--- config.mk ---
export PLATFORM = sky130hd
export DESIGN_NAME = pipeline_ctrl_flat
export DESIGN_NICKNAME = d
export VERILOG_FILES = /design/src/rtl/cpu_ctrl_pkg.sv /design/src/rtl/pipeline_ctrl_if.sv /design/src/rtl/load_use_detect.sv /design/src/rtl/pipeline_ctrl.sv /design/src/flat_wrapper.sv
export SDC_FILE = /design/constraint.sdc
export NUM_CORES = 1
export LEC_CHECK = 0
export ABC_CLOCK_PERIOD_IN_PS = 3500
export BUFFER_PORTS_ARGS = -buffer_cell sky130_fd_sc_hd__buf_2
export CELL_PAD_IN_SITES_DETAIL_PLACEMENT = 1
export CELL_PAD_IN_SITES_GLOBAL_PLACEMENT = 1
export CORE_ASPECT_RATIO = 0.9
export CORE_UTILIZATION = 30
export CTS_CLUSTER_SIZE = 12
export DETAILED_ROUTE_END_ITERATION = 8
export PLACE_DENSITY = 0.75
export SYNTH_ARGS = -nofsm -noshare
export SYNTH_HDL_FRONTEND = slang
export SYNTH_SLANG_ARGS = --single-unit
--- constraint.sdc ---
create_clock -name clk_i -period 3.5 [get_ports clk_i]
set_input_delay 0.175 -clock clk_i [delete_from_list [all_inputs] [get_ports clk_i]]
set_output_delay 0.175 -clock clk_i [all_outputs]
set_load 0.01 [all_outputs]
--- src/rtl/cpu_ctrl_pkg.sv ---
// Shared definitions for the pipeline sequencer: FSM state encoding and counter widths.
package cpu_ctrl_pkg;

  localparam int WAIT_W = 16;
  localparam int PERF_W = 32;

  typedef enum logic [1:0] {
    ST_IDLE     = 2'd0,
    ST_RUN      = 2'd1,
    ST_MEM_WAIT = 2'd2,
    ST_FAULT    = 2'd3
  } state_e;

endpackage

--- src/rtl/pipeline_ctrl_if.sv ---
// Hazard inputs and pipe-register control outputs shared between the sequencer and datapath.
interface pipeline_ctrl_if;

  logic        start_i;
  logic        idex_memread_i;
  logic [4:0]  idex_rt_i;
  logic [4:0]  ifid_rs_i;
  logic [4:0]  ifid_rt_i;
  logic        branch_taken_i;
  logic        dmem_req_i;
  logic        dmem_ack_i;
  logic        pc_write_o;
  logic        ifid_stall_o;
  logic        ifid_flush_o;
  logic        idex_bubble_o;
  logic        pipe_hold_o;
  logic        running_o;
  logic        fault_o;
  logic [31:0] stall_cycles_o;
  logic [31:0] flush_count_o;

  // master: the sequencer; slave: the datapath it steers
  modport master (
    input  start_i, idex_memread_i, idex_rt_i, ifid_rs_i, ifid_rt_i,
           branch_taken_i, dmem_req_i, dmem_ack_i,
    output pc_write_o, ifid_stall_o, ifid_flush_o, idex_bubble_o, pipe_hold_o,
           running_o, fault_o, stall_cycles_o, flush_count_o
  );

  modport slave (
    output start_i, idex_memread_i, idex_rt_i, ifid_rs_i, ifid_rt_i,
           branch_taken_i, dmem_req_i, dmem_ack_i,
    input  pc_write_o, ifid_stall_o, ifid_flush_o, idex_bubble_o, pipe_hold_o,
           running_o, fault_o, stall_cycles_o, flush_count_o
  );

endinterface

--- src/rtl/load_use_detect.sv ---
// Load-use hazard compare: EX load destination against both ID sources, r0 never hazards.
module load_use_detect (
  input  logic       memread,
  input  logic [4:0] rt_ex,
  input  logic [4:0] rs_id,
  input  logic [4:0] rt_id,
  output logic       hazard
);

  assign hazard = memread && (rt_ex != 5'd0) && ((rt_ex == rs_id) || (rt_ex == rt_id));

endmodule

--- src/rtl/pipeline_ctrl.sv ---
// Five-stage pipeline sequencer: start-up, load-use stall, branch flush, dmem freeze + watchdog.
// Optional perf counters enabled by defining PIPELINE_CTRL_PERF_EN.
module pipeline_ctrl
  import cpu_ctrl_pkg::*;
#(
  parameter int unsigned MEM_TIMEOUT = 64
) (
  input  logic            clk_i,
  input  logic            rst_i,
  pipeline_ctrl_if.master bus
);

  localparam logic [1:0] IDLE     = ST_IDLE;
  localparam logic [1:0] RUN      = ST_RUN;
  localparam logic [1:0] MEM_WAIT = ST_MEM_WAIT;
  localparam logic [1:0] FAULT    = ST_FAULT;

  logic [1:0]        state, state_nxt;
  logic [WAIT_W-1:0] wait_cnt, wait_cnt_nxt;
  logic              load_use, freeze;
  logic              rd_pc, rd_stall, rd_flush, rd_bubble, rd_hold;
  logic              pc_write, ifid_stall, ifid_flush, idex_bubble, pipe_hold, fault;
  logic              running;

  load_use_detect u_load_use_detect (
    .memread (bus.idex_memread_i),
    .rt_ex   (bus.idex_rt_i),
    .rs_id   (bus.ifid_rs_i),
    .rt_id   (bus.ifid_rt_i),
    .hazard  (load_use)
  );

  assign freeze = bus.dmem_req_i && !bus.dmem_ack_i;

  // RUN decode, priority freeze > flush > load-use; reused in the MEM_WAIT ack cycle
  always_comb begin
    rd_pc     = 1'b1;
    rd_stall  = 1'b0;
    rd_flush  = 1'b0;
    rd_bubble = 1'b0;
    rd_hold   = 1'b0;
    if (freeze) begin
      rd_pc    = 1'b0;
      rd_stall = 1'b1;
      rd_hold  = 1'b1;
    end else if (bus.branch_taken_i) begin
      rd_flush  = 1'b1;
      rd_bubble = 1'b1;
    end else if (load_use) begin
      rd_pc     = 1'b0;
      rd_stall  = 1'b1;
      rd_bubble = 1'b1;
    end
  end

  always_comb begin
    pc_write     = 1'b0;
    ifid_stall   = 1'b1;
    ifid_flush   = 1'b0;
    idex_bubble  = 1'b0;
    pipe_hold    = 1'b1;
    fault        = 1'b0;
    state_nxt    = state;
    wait_cnt_nxt = wait_cnt;
    case (state)
      IDLE: begin
        if (bus.start_i) state_nxt = RUN;
      end
      RUN: begin
        pc_write    = rd_pc;
        ifid_stall  = rd_stall;
        ifid_flush  = rd_flush;
        idex_bubble = rd_bubble;
        pipe_hold   = rd_hold;
        if (freeze) begin
          state_nxt    = MEM_WAIT;
          wait_cnt_nxt = WAIT_W'(1);
        end
      end
      MEM_WAIT: begin
        if (bus.dmem_ack_i) begin
          pc_write     = rd_pc;
          ifid_stall   = rd_stall;
          ifid_flush   = rd_flush;
          idex_bubble  = rd_bubble;
          pipe_hold    = rd_hold;
          state_nxt    = RUN;
          wait_cnt_nxt = '0;
        end else if (wait_cnt == WAIT_W'(MEM_TIMEOUT)) begin
          state_nxt = FAULT;
        end else begin
          wait_cnt_nxt = wait_cnt + WAIT_W'(1);
        end
      end
      FAULT: begin
        fault = 1'b1;
      end
      default: begin
        state_nxt = IDLE;
      end
    endcase
  end

  always_ff @(posedge clk_i or posedge rst_i) begin
    if (rst_i) begin
      state    <= IDLE;
      wait_cnt <= '0;
    end else begin
      state    <= state_nxt;
      wait_cnt <= wait_cnt_nxt;
    end
  end

  assign running = (state == RUN) || (state == MEM_WAIT);

  assign bus.pc_write_o    = pc_write;
  assign bus.ifid_stall_o  = ifid_stall;
  assign bus.ifid_flush_o  = ifid_flush;
  assign bus.idex_bubble_o = idex_bubble;
  assign bus.pipe_hold_o   = pipe_hold;
  assign bus.running_o     = running;
  assign bus.fault_o       = fault;

`ifdef PIPELINE_CTRL_PERF_EN
  logic [PERF_W-1:0] stall_cnt, flush_cnt;

  // both counters stick at all-ones rather than wrapping
  always_ff @(posedge clk_i or posedge rst_i) begin
    if (rst_i) begin
      stall_cnt <= '0;
      flush_cnt <= '0;
    end else begin
      if (running && !pc_write && (stall_cnt != '1)) stall_cnt <= stall_cnt + PERF_W'(1);
      if (ifid_flush && (flush_cnt != '1))           flush_cnt <= flush_cnt + PERF_W'(1);
    end
  end

  assign bus.stall_cycles_o = stall_cnt;
  assign bus.flush_count_o  = flush_cnt;
`else
  assign bus.stall_cycles_o = '0;
  assign bus.flush_count_o  = '0;
`endif

endmodule

--- src/flat_wrapper.sv ---
// flat-port wrapper written by rule: the top's interface ports become plain ports
module pipeline_ctrl_flat import cpu_ctrl_pkg::*;
#(
  parameter int unsigned MEM_TIMEOUT = 64
)
  (clk_i, rst_i, bus_start_i, bus_idex_memread_i, bus_idex_rt_i, bus_ifid_rs_i, bus_ifid_rt_i, bus_branch_taken_i, bus_dmem_req_i, bus_dmem_ack_i, bus_pc_write_o, bus_ifid_stall_o, bus_ifid_flush_o, bus_idex_bubble_o, bus_pipe_hold_o, bus_running_o, bus_fault_o, bus_stall_cycles_o, bus_flush_count_o);
  pipeline_ctrl_if bus_i ();
  input  logic clk_i;
  input  logic rst_i;
  input wire logic [$bits(bus_i.start_i)-1:0] bus_start_i;
  input wire logic [$bits(bus_i.idex_memread_i)-1:0] bus_idex_memread_i;
  input wire logic [$bits(bus_i.idex_rt_i)-1:0] bus_idex_rt_i;
  input wire logic [$bits(bus_i.ifid_rs_i)-1:0] bus_ifid_rs_i;
  input wire logic [$bits(bus_i.ifid_rt_i)-1:0] bus_ifid_rt_i;
  input wire logic [$bits(bus_i.branch_taken_i)-1:0] bus_branch_taken_i;
  input wire logic [$bits(bus_i.dmem_req_i)-1:0] bus_dmem_req_i;
  input wire logic [$bits(bus_i.dmem_ack_i)-1:0] bus_dmem_ack_i;
  output wire logic [$bits(bus_i.pc_write_o)-1:0] bus_pc_write_o;
  output wire logic [$bits(bus_i.ifid_stall_o)-1:0] bus_ifid_stall_o;
  output wire logic [$bits(bus_i.ifid_flush_o)-1:0] bus_ifid_flush_o;
  output wire logic [$bits(bus_i.idex_bubble_o)-1:0] bus_idex_bubble_o;
  output wire logic [$bits(bus_i.pipe_hold_o)-1:0] bus_pipe_hold_o;
  output wire logic [$bits(bus_i.running_o)-1:0] bus_running_o;
  output wire logic [$bits(bus_i.fault_o)-1:0] bus_fault_o;
  output wire logic [$bits(bus_i.stall_cycles_o)-1:0] bus_stall_cycles_o;
  output wire logic [$bits(bus_i.flush_count_o)-1:0] bus_flush_count_o;
  assign bus_i.start_i = bus_start_i;
  assign bus_i.idex_memread_i = bus_idex_memread_i;
  assign bus_i.idex_rt_i = bus_idex_rt_i;
  assign bus_i.ifid_rs_i = bus_ifid_rs_i;
  assign bus_i.ifid_rt_i = bus_ifid_rt_i;
  assign bus_i.branch_taken_i = bus_branch_taken_i;
  assign bus_i.dmem_req_i = bus_dmem_req_i;
  assign bus_i.dmem_ack_i = bus_dmem_ack_i;
  assign bus_pc_write_o = bus_i.pc_write_o;
  assign bus_ifid_stall_o = bus_i.ifid_stall_o;
  assign bus_ifid_flush_o = bus_i.ifid_flush_o;
  assign bus_idex_bubble_o = bus_i.idex_bubble_o;
  assign bus_pipe_hold_o = bus_i.pipe_hold_o;
  assign bus_running_o = bus_i.running_o;
  assign bus_fault_o = bus_i.fault_o;
  assign bus_stall_cycles_o = bus_i.stall_cycles_o;
  assign bus_flush_count_o = bus_i.flush_count_o;
  pipeline_ctrl #(.MEM_TIMEOUT(MEM_TIMEOUT)) u_core (.clk_i(clk_i), .rst_i(rst_i), .bus(bus_i));
endmodule
==> results of run 1 <==
==> state kept, by name (all words and copies together), names as in the netlist <==
| name | flops |
|---|---|
| u_core.wait_cnt | 16 |
| u_core.state | 2 |
==> cells in the mapped netlist, types with 2 or more instances <==
cell      number  area, um2
a21oi_1        5       25.0
a31oi_1        4       25.0
and2_1         3       18.8
and3_1         3       18.8
buf_4         64        480
dfrtp_1       18        450
ha_1           7       87.6
inv_1         10       37.5
nand2_1       11       41.3
nand3_1        6       30.0
nor2_1        16       60.1
nor2b_1        4       25.0
nor3_1         5       25.0
nor4_1         3       18.8
o211ai_1       2       15.0
o21ai_0       18       90.1
o31ai_1        4       30.0
or3_1          3       18.8
xnor2_1        3       26.3
xor2_1        11       96.3
==> cells by family after synthesis <==
kind of cell    Yosys count  synth area share, %
buf+inv                  75                 29.4
simple gates             62                 18.5
compound gates           41                 14.2
flops                    18                 25.4
xor+xnor                 14                 6.91
fa+ha+maj                 7                 4.93
other cells               1                0.211
mux                       1                0.564
==> worst register-to-register path, stage by stage (launching register included) <==
cell and delay (ps):
dfrtp_1 410, inv_1 120, ha_1 220, inv_1 110, o21ai_0 750, nor2_1 300
a21oi_1 200
==> layer usage <==
metal	global-route usage, %	up-vias	share of wire [%]
li1	-	680	-
met1	16.0	631	47
met2	20.9	54	47
met3	2.52	2	5.6
met4	3.45	0	0.94
met5	0	-	0
==> stage by stage <==
stage	instance area, um2	worst slack (ps)	hold WS [ps]	util [%]	total power (uW)
floorplan	2010	1810	114	-	587
global placement	1760	1360	325	30.8	655
detailed placement	1760	1310	344	30.8	666
CTS	1810	1280	53.6	31.8	851
global route	1810	1030	108	31.8	906
finish	1810	1310	27.2	31.8	839
==> path summary, 6_finish.rpt <==
kind	cells past startpoint	to	slack (ps)	from
setup / recovery	6	u_core.wait_cnt[5]$_DFFE_PP0P_	1310	u_core.state[1]$_DFFE_PP0P_
hold reg to reg	1	u_core.wait_cnt[12]$_DFFE_PP0P_	530	u_core.wait_cnt[12]$_DFFE_PP0P_
setup reg to reg	6	u_core.wait_cnt[5]$_DFFE_PP0P_	1310	u_core.state[1]$_DFFE_PP0P_
hold / removal	2	u_core.wait_cnt[12]$_DFFE_PP0P_	30	rst_i
max in group asynchronous	2	u_core.wait_cnt[1]$_DFFE_PP0P_	3010	rst_i
min in group clk_i	4	u_core.wait_cnt[0]$_DFFE_PP0P_	330	bus_dmem_ack_i
==> placed cells by master, fill, tap and decap left out, drive strengths merged, types with 3 or more instances in the layout <==
| master | n |
|---|---|
| conb | 64 |
| buf | 28 |
| o21ai | 18 |
| dfrtp | 18 |
| nor2 | 16 |
| nand2 | 11 |
| xor2 | 11 |
| inv | 10 |
| ha | 7 |
| nand3 | 6 |
| nor3 | 6 |
| a21oi | 5 |
| nor2b | 4 |
| a31oi | 4 |
| o31ai | 4 |
| clkbuf | 4 |
| or3 | 4 |
| nor4 | 3 |
| and3 | 3 |
| xnor2 | 3 |
| and2 | 3 |
==> power groups by stage <==
| stage | Clock (uW) | Combinational (uW) | Sequential (uW) |
|---|---|---|---|
| floorplan | 0 | 341 | 246 |
| CTS | 186 | 417 | 248 |
| global placement | 0 | 405 | 250 |
| global route | 192 | 462 | 252 |
| finish | 177 | 415 | 247 |
| detailed placement | 0 | 414 | 252 |
==> area by class of cell <==
cell class	count	area, um2	area share [%]
timing repair buffer	28	140	7.74
clock buffer	4	55.1	3.04
multi-input combinational	189	1040	57.4
sequential	18	450	24.9
inverter	10	37.5	2.07
tap	70	87.6	4.84
==> impl_results.md, run 1 <==
- Number of gates resized after cts: 0
- Worst clock skew: 7.20 ps
- Overall routing resource usage: 12.3%
- Final setup TNS: 0 ps
- Worst path top cell family by delay: compound AO/OA/AOI/OAI gates
- Fillers: 710
- Switching power total: 366 uW
- Num CTS Buffers: 3
- Max_cap viols: 0
- GRT Residual Overflow: 0
- Crit path max fanout: 11
- CP Capture Type: flip-flop
- Sequential share of power: 29.5%
- Nets: 279
- Worst path buffer plus inverter count: 2
- Placement Rows: 26
- Fraction of layout cells with a size suffix above 1: 14.1%
- ANT nets after route: 0
- Endpoints failing setup: 0
- Vias in the first global route: 1,248
- DIE AREA: 0.00623 mm2
- CP Data Required Time: 3680 ps
- Normalized max-slew margin: 38.1%
- Worst skew pair latency: 260 ps
- DRC violation count after routing: 0
- DRT iter0 DRCs: 70
- Post-Route WL: 3740 um
- Layout area overhead: 1.97%
- Leakage: 0.000912 uW
- Clock share of power: 21.1%
- Syn avg cell area: 8.11 um2
- First-pass GRT wire length: 6060 um
- Number of synthesized flops with an enable pin: 0
- Post-CTS setup buffers: 0
- Die W: 83.1 um
- Port Buffers: 28
- CTS tree: done
- Slew Viols, Final: 0
- Root Buffer: clkbuf_8
- Min-delay worst type: in -> async
- Pint: 473 uW
- Clk sinks: 18
- Unique masters post-synth: 39
- Cts hold-fix bufs: 0
- Status: complete, no violations
- Max VDD drop: 271 uV
- Worst path cell trace: inv_1, ha_1, inv_1, o21ai_0, nor2_1, a21oi_1
- Crit path DAT: 2370 ps
- Final hold vios: 0
- ANT cells: 0
- Crit path top cell by count: inv_1
- Die height: 75.0 um
- Critical setup path kind: reg -> reg
- Gpl congestion: 0.836
- Via density: 4.29
- RSZ-0062 raised after global routing: no
- Sequential fraction of the synthesis area: 25.4%
- Post-route clock period utilization: 62.6%
- Fin cells: 319
- Initial antenna violation count: 0
- Switch share: 43.6%
- Post-Syn Area: 0.00178 mm2
- Worst-margin pin slew: 918 ps
- Ys async rst share: 100%
- Pwr dens: 464 mW/mm2
- Max Clock Freq: 456 MHz
- Io pins: 93
- Clk slew on worst S/H paths: 80 ps
- Crit path time final: 2190 ps
- CTS H-tree lvls: 1
- Drt wl/cell: 11.7 um
- Post-synthesis register bit count: 18
- Core area: 0.00569 mm2
- CTS max path bufs: 2
- Synthesized instance count: 219
- Placed cell count: 315
- Logic pwr share: 49.4%
- Synth warn: 0
- Initial Utilization: 31.2%
- Startpoint type of the worst setup path: flip-flop
- CP max-delay cell: o21ai_0
- Via count: 1,367
- Critical Path Max Stage Delay: 740 ps
- Primary FF master, synth: dfrtp_1
- Post-DP HPWL: 3010 um
- DR pass1 iterations: 4
- Largest net degree at the start of global routing: 19
No activity file was read; power rests on OpenSTA's default activity.
==> run 2, diff against run 1 <==
--- a/config.mk
+++ b/config.mk
@@ -5,15 +5,15 @@
 export SDC_FILE = /design/constraint.sdc
 export NUM_CORES = 1
 export LEC_CHECK = 0
-export ABC_CLOCK_PERIOD_IN_PS = 3500
+export ABC_CLOCK_PERIOD_IN_PS = 1800
 export BUFFER_PORTS_ARGS = -buffer_cell sky130_fd_sc_hd__buf_2
 export CELL_PAD_IN_SITES_DETAIL_PLACEMENT = 1
 export CELL_PAD_IN_SITES_GLOBAL_PLACEMENT = 1
 export CORE_ASPECT_RATIO = 0.9
-export CORE_UTILIZATION = 30
+export CORE_UTILIZATION = 29
 export CTS_CLUSTER_SIZE = 12
 export DETAILED_ROUTE_END_ITERATION = 8
-export PLACE_DENSITY = 0.75
+export PLACE_DENSITY = 0.76
 export SYNTH_ARGS = -nofsm -noshare
 export SYNTH_HDL_FRONTEND = slang
 export SYNTH_SLANG_ARGS = --single-unit
==> constraint.sdc (replaced) <==
create_clock -name clk_i -period 1.8 [get_ports clk_i]
set_input_delay 0.09 -clock clk_i [delete_from_list [all_inputs] [get_ports clk_i]]
set_output_delay 0.09 -clock clk_i [all_outputs]
set_load 0.01 [all_outputs]
==> impl_results.md, run 2 (synthesized netlist as in run 1, its figures left out) <==
- Placement Rows: 26 (unchanged)
- Core area: 0.00579 mm2 (was 0.00569 mm2)
- DRT iter0 DRCs: 70 (unchanged)
- Seq. cell area: 452 um2 (was 450 um2)
- Normalized max-slew margin: 52.7% (was 38.1%)
- Clk sinks: 18 (unchanged)
- Largest net degree at the start of global routing: 19 (unchanged)
- Initial antenna violation count: 0 (unchanged)
- Worst skew pair latency: 250 ps (was 260 ps)
- Die W: 84.5 um (was 83.1 um)
- CTS max path bufs: 2 (unchanged)
- Clk slew on worst S/H paths: 70 ps (was 80 ps)
- Post-Route WL: 4460 um (was 3740 um)
- Pwr dens: 979 mW/mm2 (was 464 mW/mm2)
- Leakage: 0.00103 uW (was 0.000912 uW)
- First-pass GRT wire length: 7380 um (was 6060 um)
- CTS tree: done (unchanged)
- Final hold vios: 0 (unchanged)
- Switch share: 41.5% (was 43.6%)
- Sequential share of power: 24.3% (was 29.5%)
- Fillers: 731 (was 710)
- Post-DP HPWL: 3310 um (was 3010 um)
- Clock share of power: 16.8% (was 21.1%)
- Crit path time final: 1790 ps (was 2190 ps)
- Largest registers: u_core.wait_cnt (16), u_core.state (2) (unchanged)
- Root Buffer: clkbuf_8 (unchanged)
- Switching power total: 830 uW (was 366 uW)
- Crit path max fanout: 10 (was 11)
- Via count: 1,514 (was 1,367)
- CP Data Required Time: 1950 ps (was 3680 ps)
- Overall routing resource usage: 13.9% (was 12.3%)
- Max_cap viols: 0 (unchanged)
- Nets: 303 (was 279)
- CP Capture Type: flip-flop (unchanged)
- Via density: 4.41 (was 4.29)
- Layout area overhead: 15.1% (was 1.97%)
- GRT Residual Overflow: 0 (unchanged)
- Max FFs per register: 16 (unchanged)
- Commonest non-fill, non-tap cell in the layout: conb_1 (unchanged)
- Most frequent cells in the layout: 64 x conb_1, 28 x buf_2, 22 x buf_4, 18 x o21ai_0, 17 x dfrtp_1 (was 64 x conb_1, 28 x buf_2, 18 x o21ai_0, 18 x dfrtp_1, 16 x nor2_1)
- Max VDD drop: 347 uV (was 271 uV)
- Failing checks: design-rule violations
- DR pass1 iterations: 8 (was 4)
- Worst-margin pin slew: 709 ps (was 918 ps)
- Min-delay worst type: in -> reg (was in -> async)
- Max Clock Freq: 559 MHz (was 456 MHz)
- Io pins: 93 (unchanged)
- CP max-delay cell: o211ai_1 (was o21ai_0)
- Endpoints failing setup: 0 (unchanged)
- Worst clock skew: 1.54 ps (was 7.20 ps)
- Fraction of layout cells with a size suffix above 1: 25.3% (was 14.1%)
- Placement Setup Slack: 25.0 ps (was 1310 ps)
- DRC violation count after routing: 1 (was 0)
- Drt wl/cell: 13.0 um (was 11.7 um)
- Critical setup path kind: reg -> reg (unchanged)
- Final setup TNS: 0 ps (unchanged)
- Gpl congestion: 0.735 (was 0.836)
- Vias in the first global route: 1,546 (was 1,248)
- DIE AREA: 0.00644 mm2 (was 0.00623 mm2)
- Multi-input gate area: 0.00108 mm2 (was 0.00104 mm2)
- CTS H-tree lvls: 1 (unchanged)
- Port Buffers: 28 (unchanged)
- Slack of the critical path: 10.6 ps (was 1310 ps)
- RSZ-0062 raised after global routing: yes (was no)
- Critical Path Max Stage Delay: 560 ps (was 740 ps)
- Logic pwr share: 58.9% (was 49.4%)
- ANT cells: 0 (unchanged)
- Worst path cell trace: inv_2, ha_4, inv_1, o211ai_1, buf_4, xor2_1, nor2_1 (was inv_1, ha_1, inv_1, o21ai_0, nor2_1, a21oi_1)
- Die height: 76.2 um (was 75.0 um)
- ANT nets after route: 0 (unchanged)
- Num CTS Buffers: 3 (unchanged)
- Top reg by flops: u_core.wait_cnt (unchanged)
- Status: finished, violations left (was complete, no violations)
- Startpoint type of the worst setup path: flip-flop (unchanged)
- Pint: 1170 uW (was 473 uW)
- Post-route clock period utilization: 99.4% (was 62.6%)
- Core Util, Final: 35.3% (was 31.8%)
- Slew Viols, Final: 0 (unchanged)
- Initial Utilization: 30.7% (was 31.2%)
- Crit path DAT: 1940 ps (was 2370 ps)
==> run 2: cell type report <==
class / instances / area share [%]
clock buffer: 4 / 2.69
inverter: 10 / 1.84
multi-input combinational: 189 / 53.1
sequential: 18 / 22.1
tap: 70 / 4.29
timing repair buffer: 52 / 16.0
==> run 2: final timing paths <==
check | start | slack, ps | cells past startpoint | to
worst max-delay path | u_core.state[1]$_DFFE_PP0P_ | 10 | 7 | u_core.wait_cnt[3]$_DFFE_PP0P_
worst min-delay path | bus_dmem_ack_i | 240 | 4 | u_core.wait_cnt[0]$_DFFE_PP0P_
worst max register to register | u_core.state[1]$_DFFE_PP0P_ | 10 | 7 | u_core.wait_cnt[3]$_DFFE_PP0P_
worst min register to register | u_core.wait_cnt[14]$_DFFE_PP0P_ | 520 | 1 | u_core.wait_cnt[14]$_DFFE_PP0P_
max in group asynchronous | rst_i | 830 | 3 | u_core.state[0]$_DFFE_PP0P_
min in group asynchronous | rst_i | 490 | 3 | u_core.state[0]$_DFFE_PP0P_
==> run 2: what timing repair did <==
action,in CTS,in global routing
cloned,0,0
hold buffers,1,0
pin swaps,1,4
hold endpoints to repair,18,0
endpoints found under the setup margin,6,17
buffers inserted,5,6
resized for setup,8,6
==> run 2: critical path: cells and delay by family, from the launching register on <==
kind                       cells  cell delay [ps]
and+or+nand+nor                1               50
xor gates and xnor gates       1              140
buffers and inverters          3              380
DFF                            1              420
adders and majority gates      1              130
AOI/OAI and AO/OA              1              560
==> run 2: power by group through the flow <==
stage / Clock, uW / Combinational [uW] / Sequential (uW)
6_report: 336 / 1180 / 486
3_3_place_gp: 0 / 974 / 481
5_1_grt: 361 / 1300 / 492
3_5_place_dp: 0 / 980 / 485
4_1_cts: 344 / 1110 / 478
2_1_floorplan: 0 / 663 / 479
==> run 2: metrics by stage <==
step | power [uW] | hold slack [ps] | area, um2 | std cells
6_report | 2000 | 242 | 2040 | 343
5_1_grt | 2150 | 348 | 2040 | 343
4_1_cts | 1930 | 246 | 1970 | 337
3_5_place_dp | 1460 | 242 | 1850 | 327
3_3_place_gp | 1460 | 234 | 1850 | 327
2_1_floorplan | 1140 | 28.6 | 2010 | 282
==> run 2: metal layers <==
metal	share of wire [%]	vias up	track usage, %
met4	0.67	0	3.56
met5	0	-	0
met2	53	57	26.8
li1	-	726	-
met1	43	727	16.8
met3	3.8	4	0.650
